$ cat src/rtl/usr_param_if.sv
// Command/data bundle for the universal shift register.
// master drives mode, data and serial inputs; slave returns register state and burst status.
// No flow control: commands are sampled on every enabled clock edge.
interface usr_param_if #(
    parameter int WIDTH = 8,
    parameter int CW    = $clog2(WIDTH + 1)
);
    logic             en;
    logic [2:0]       s;
    logic [WIDTH-1:0] din;
    logic [CW-1:0]    cnt;
    logic             s_rightdin;
    logic             s_leftdin;
    logic [WIDTH-1:0] dout;
    logic             s_rightdout;
    logic             s_leftdout;
    logic             busy;
    logic             done;

    modport master (
        output en, s, din, cnt, s_rightdin, s_leftdin,
        input  dout, s_rightdout, s_leftdout, busy, done
    );

    modport slave (
        input  en, s, din, cnt, s_rightdin, s_leftdin,
        output dout, s_rightdout, s_leftdout, busy, done
    );
endinterface

$ cat src/rtl/usr_param.sv
// Universal shift register: hold/shift/rotate/arith/load plus a counted right-shift burst.
// Single-cycle ops take effect on the next edge; a burst of N finishes N edges after its start edge.
// en=0 freezes register and counter; new commands are accepted only while not busy.
module usr_param #(
    parameter int WIDTH = 8
) (
    input  logic        clk,
    input  logic        rst,
    usr_param_if.slave  bus
);
    localparam int CW = $clog2(WIDTH + 1);

    typedef enum logic {IDLE, BURST} state_t;

    state_t           state;
    logic [CW-1:0]    rem;
    logic [WIDTH-1:0] dout_q;
    logic             busy_q;
    logic             done_q;
    logic [CW-1:0]    cnt_clamped;
    logic [WIDTH-1:0] shr_fill;

    // Counts beyond WIDTH would only shift in fill bits again; clamp them.
    always_comb begin
        cnt_clamped = (bus.cnt > CW'(WIDTH)) ? CW'(WIDTH) : bus.cnt;
        shr_fill    = {bus.s_rightdin, dout_q[WIDTH-1:1]};
    end

    always_ff @(posedge clk) begin
        if (rst) begin
            state  <= IDLE;
            rem    <= '0;
            dout_q <= '0;
            busy_q <= 1'b0;
            done_q <= 1'b0;
        end else begin
            done_q <= 1'b0;
            if (bus.en) begin
                case (state)
                    IDLE: begin
                        case (bus.s)
                            3'b001: dout_q <= shr_fill;
                            3'b010: dout_q <= {dout_q[WIDTH-2:0], bus.s_leftdin};
                            3'b011: dout_q <= bus.din;
                            3'b100: dout_q <= {dout_q[0], dout_q[WIDTH-1:1]};
                            3'b101: dout_q <= {dout_q[WIDTH-2:0], dout_q[WIDTH-1]};
                            3'b110: dout_q <= {dout_q[WIDTH-1], dout_q[WIDTH-1:1]};
                            3'b111: begin
                                rem <= cnt_clamped;
                                if (cnt_clamped != '0) begin
                                    state  <= BURST;
                                    busy_q <= 1'b1;
                                end else begin
                                    done_q <= 1'b1;
                                end
                            end
                            default: ;
                        endcase
                    end
                    BURST: begin
                        dout_q <= shr_fill;
                        rem    <= rem - CW'(1);
                        if (rem == CW'(1)) begin
                            state  <= IDLE;
                            busy_q <= 1'b0;
                            done_q <= 1'b1;
                        end
                    end
                    default: state <= IDLE;
                endcase
            end
        end
    end

    assign bus.dout        = dout_q;
    assign bus.s_rightdout = dout_q[0];
    assign bus.s_leftdout  = dout_q[WIDTH-1];
    assign bus.busy        = busy_q;
    assign bus.done        = done_q;
endmodule

$ cat src/flat_wrapper.sv
// flat-port wrapper written by rule: the top's interface ports become plain ports
module usr_param_flat 
#(
    parameter int WIDTH = 8
)
  (clk, rst, bus_en, bus_s, bus_din, bus_cnt, bus_s_rightdin, bus_s_leftdin, bus_dout, bus_s_rightdout, bus_s_leftdout, bus_busy, bus_done);
  usr_param_if #(.WIDTH(WIDTH)) bus_i ();
  input  logic clk;
  input  logic rst;
  input wire logic [$bits(bus_i.en)-1:0] bus_en;
  input wire logic [$bits(bus_i.s)-1:0] bus_s;
  input wire logic [$bits(bus_i.din)-1:0] bus_din;
  input wire logic [$bits(bus_i.cnt)-1:0] bus_cnt;
  input wire logic [$bits(bus_i.s_rightdin)-1:0] bus_s_rightdin;
  input wire logic [$bits(bus_i.s_leftdin)-1:0] bus_s_leftdin;
  output wire logic [$bits(bus_i.dout)-1:0] bus_dout;
  output wire logic [$bits(bus_i.s_rightdout)-1:0] bus_s_rightdout;
  output wire logic [$bits(bus_i.s_leftdout)-1:0] bus_s_leftdout;
  output wire logic [$bits(bus_i.busy)-1:0] bus_busy;
  output wire logic [$bits(bus_i.done)-1:0] bus_done;
  assign bus_i.en = bus_en;
  assign bus_i.s = bus_s;
  assign bus_i.din = bus_din;
  assign bus_i.cnt = bus_cnt;
  assign bus_i.s_rightdin = bus_s_rightdin;
  assign bus_i.s_leftdin = bus_s_leftdin;
  assign bus_dout = bus_i.dout;
  assign bus_s_rightdout = bus_i.s_rightdout;
  assign bus_s_leftdout = bus_i.s_leftdout;
  assign bus_busy = bus_i.busy;
  assign bus_done = bus_i.done;
  usr_param #(.WIDTH(WIDTH)) u_core (.clk(clk), .rst(rst), .bus(bus_i));
endmodule
$ cat config.mk
export PLATFORM = sky130hd
export DESIGN_NAME = usr_param_flat
export DESIGN_NICKNAME = d
export VERILOG_FILES = /design/src/rtl/usr_param_if.sv /design/src/rtl/usr_param.sv /design/src/flat_wrapper.sv
export SDC_FILE = /design/constraint.sdc
export NUM_CORES = 1
export LEC_CHECK = 0
export BUFFER_PORTS_ARGS = -buffer_cell sky130_fd_sc_hd__buf_2
export CAP_MARGIN = 5
export CORE_MARGIN = 5
export CORE_UTILIZATION = 54
export CTS_CLUSTER_DIAMETER = 120
export DETAILED_ROUTE_END_ITERATION = 6
export GPL_TIMING_DRIVEN = 1
export PLACE_DENSITY = 0.95
export SLEW_MARGIN = 25
export SYNTH_ARGS = -nofsm -noshare
export SYNTH_HDL_FRONTEND = slang
export SYNTH_SLANG_ARGS = --single-unit
$ cat constraint.sdc
create_clock -name clk -period 3.2 [get_ports clk]
set_clock_uncertainty 0.05 [all_clocks]
set_input_delay 0.48 -clock clk [delete_from_list [all_inputs] [get_ports clk]]
set_output_delay 0.48 -clock clk [all_outputs]
set_load 0.02 [all_outputs]
==> summary.txt <==
Clock tree
  – Number of gates resized after CTS: 0
  – Clk buf depth: 2
  – CTS tree: yes
  – Setup Fix Bufs, Post-CTS: 0
  – Root buffer cell: clkbuf_4
  – Htree depth: 1
  – Clk Latency, worst-skew pair: 0.30 ns
  – Post-CTS Hold Buffers: 0
  – # clock sinks: 15
  – Clock Pin Slew Worst Setup and Hold Paths: 0.10 ns
  – CTS buffer count: 3

Hold path
  – HP Start: u_core.rem[3]
  – Hold Crit Class: reg2reg

Floorplanning
  – Placement Rows: 15
  – Core Area: 1783 um2
  – Die X: 53.88 um
  – Die Y-Extent: 53.88 um
  – Initial Utilization: 58.32%
  – I/O pins: 32
  – Die area: 2903 um2

Synth
  – Post-Syn Nets: 150
  – Syn_area_per_cell: 8.123 um2
  – Post-Syn Area: 1040 um2
  – Seq/Total Area, Yosys: 28.88%
  – Synth area leaders: dfxtp_1, nor2_1, a211oi_1, inv_1, a221oi_1
  – Synthesized instance count: 128
  – Post-synth top area share: 28.88%
  – Ys async rst share: 0%
  – Area leader, netlist: dfxtp_1
  – Primary FF master, synth: dfxtp_1
  – Synthesis Warnings: 0
  – Most common cell in the synthesized netlist: nor2_1
  – Post-synth cell types: 46
  – Post-synth EDFFs: 0
  – Top cells by count, synth: nor2_1, dfxtp_1, inv_1
  – Yosys reg bits: 15

Setup path
  – Worst EP required: 3.36 ns
  – Worst path slowest cell: dfxtp_1
  – CP max FO: 20
  – CP max stage delay: 0.74 ns
  – CP top delay family: compound AO/OA/AOI/OAI gates
  – Arrival @ worst endpoint: 2.17 ns
  – CP Buf/Inv Count: 1
  – FF-to-FF Start: u_core.state
  – CP Launch Point: u_core.state
  – CP startpoint kind: flip-flop
  – Kind of critical path: reg2reg
  – Crit path capture type: flip-flop
  – Worst path cell trace: inv_2 -> a211oi_4 -> nor2_1 -> a211oi_1

Finish
  – Nets: 177
  – Filler cells: 153
  – Flip-flop and latch area: 300.3 um2
  – Synth-to-layout area growth: 15.16%
  – Final instance area: 1197 um2
  – Multi-input gate area: 634.4 um2
  – # diodes: 0
  – Share of layout cells above drive strength 1: 28.57%

Routing
  – Top layer in use: met4
  – Drt first pass iters: 4
  – DR vias: 1,072
  – Wire length per cell: 14.53 um
  – Final ANT Viol Nets: 0
  – WL met1: 1152 um
  – DRC: 0
  – Vias/cell: 5.989
  – Initial DRC Count: 32
  – Detailed Route WL: 2601 um
  – Met2 WL: 1261 um
  – Routed wl met3: 160 um

Timing
  – Max Freq: 0.4978 GHz
  – Min setup slack post-route: 1.191 ns
  – Post-route setup TNS: 0 ns
  – Setup violators final: 0
  – Worst Max-Slew Pin Slew: 0.6446 ns
  – Post-layout minimum cycle time: 2.009 ns
  – Worst slew margin: 56.97%
  – RSZ-0062 raised after global routing: false
  – Max-slew violations: 0
  – Period utilization: 62.78%
  – Final Hold Viols: 0

Global route
  – Grt ovf: 0
  – First-pass GRT wire length: 4360 um
  – Total GRT Usage: 20.09%
  – Largest net degree at the start of global routing: 21
  – Vias in the first global route: 1,005
  – Initial antenna violation count: 0

Power
  – P_leak: 0.5329 nW
  – PwrDens: 367.8 nW/um2
  – Worst VDD drop: 0.0002003 V

Job
  – Max_cap viols: 0

Place
  – Setup Slack @ Placement: 1.264 ns
  – RePlAce Congestion: 0.9592
  – Port-buffer cells: 31
  – DP Area: 1170 um2
  – Final HPWL DP: 1949 um

Status
  – Status: complete, no violations
[cell usage in the layout, fill, tap and decap left out, types with 2 or more instances in the layout]
master	count
dfxtp_1	15
a21oi_1	8
nand4b_1	2
nand3_1	2
a31oi_1	2
nor3b_1	2
nor2_1	17
buf_2	31
o32ai_1	2
a221oi_1	5
clkbuf_4	3
o22ai_1	2
inv_1	12
nand4bb_1	2
nand2_1	9
a211oi_1	8
ha_1	2
nand2b_1	3
[sequential cells by signal (all words and copies together), names as in the netlist]
| signal | flops |
|---|---|
| u_core.rem | 4 |
| u_core.bus.busy | 1 |
| u_core.state | 1 |
| u_core.bus.dout | 8 |
| u_core.bus.done | 1 |
[through the flow]
stage,std cells,hold slack (ns),util [%],power [W]
3_5_place_dp,175,0.4295,65.61,0.0003300
6_report,179,0.4460,67.16,0.0004404
5_1_grt,179,0.4789,67.16,0.0004651
3_3_place_gp,175,0.4151,65.61,0.0003248
4_1_cts,179,0.4438,67.16,0.0004414
2_1_floorplan,128,0.4012,-,0.0002953
[kinds of logic after synthesis]
group,Yosys count,share of synthesized area (%)
flip-flops,15,28.88
buffers and inverters,22,10.11
adder cells (fa/ha/maj),2,2.406
AO/OA/AOI/OAI,39,30.32
AND/OR/NAND/NOR,48,26.23
multiplexers,2,2.046
[worst paths after layout]
path                                           end  slack [ns]  cells after the start
worst max-delay path            u_core.bus.dout[2]        1.19                      4
worst min-delay path                 u_core.rem[3]        0.45                      2
worst max register to register  u_core.bus.dout[2]        1.19                      4
worst min register to register       u_core.rem[3]        0.45                      2
[report_power, final]
part           leakage (nW)  switching, W  internal [W]
Sequential            0.123     0.0000128      0.000198
Combinational         0.392     0.0000689     0.0000475
Clock                0.0177     0.0000671     0.0000465
Total                 0.533      0.000149      0.000292
[per-layer routing]
layer	up-vias	GRT usage [%]
li1	523	-
met1	505	26.80
met2	38	33.06
met3	6	2.493
met4	0	6.809
met5	-	0
[area by class of cell]
type | count | area share (%)
Multi-Input combinational cell | 91 | 52.98
Tap cell | 25 | 2.612
Timing Repair Buffer | 31 | 12.96
Clock buffer | 3 | 1.881
Sequential cell | 15 | 25.08
Inverter | 13 | 4.075
Clock inverter | 1 | 0.4180
[tightest hold or removal path: cells and delay by family (launching register included)]
family             cells  cell delay [ns]
DFF                    1             0.34
AOI/OAI and AO/OA      1             0.06
and+or+nand+nor        1             0.06
No activity file was read; power rests on OpenSTA's default activity.
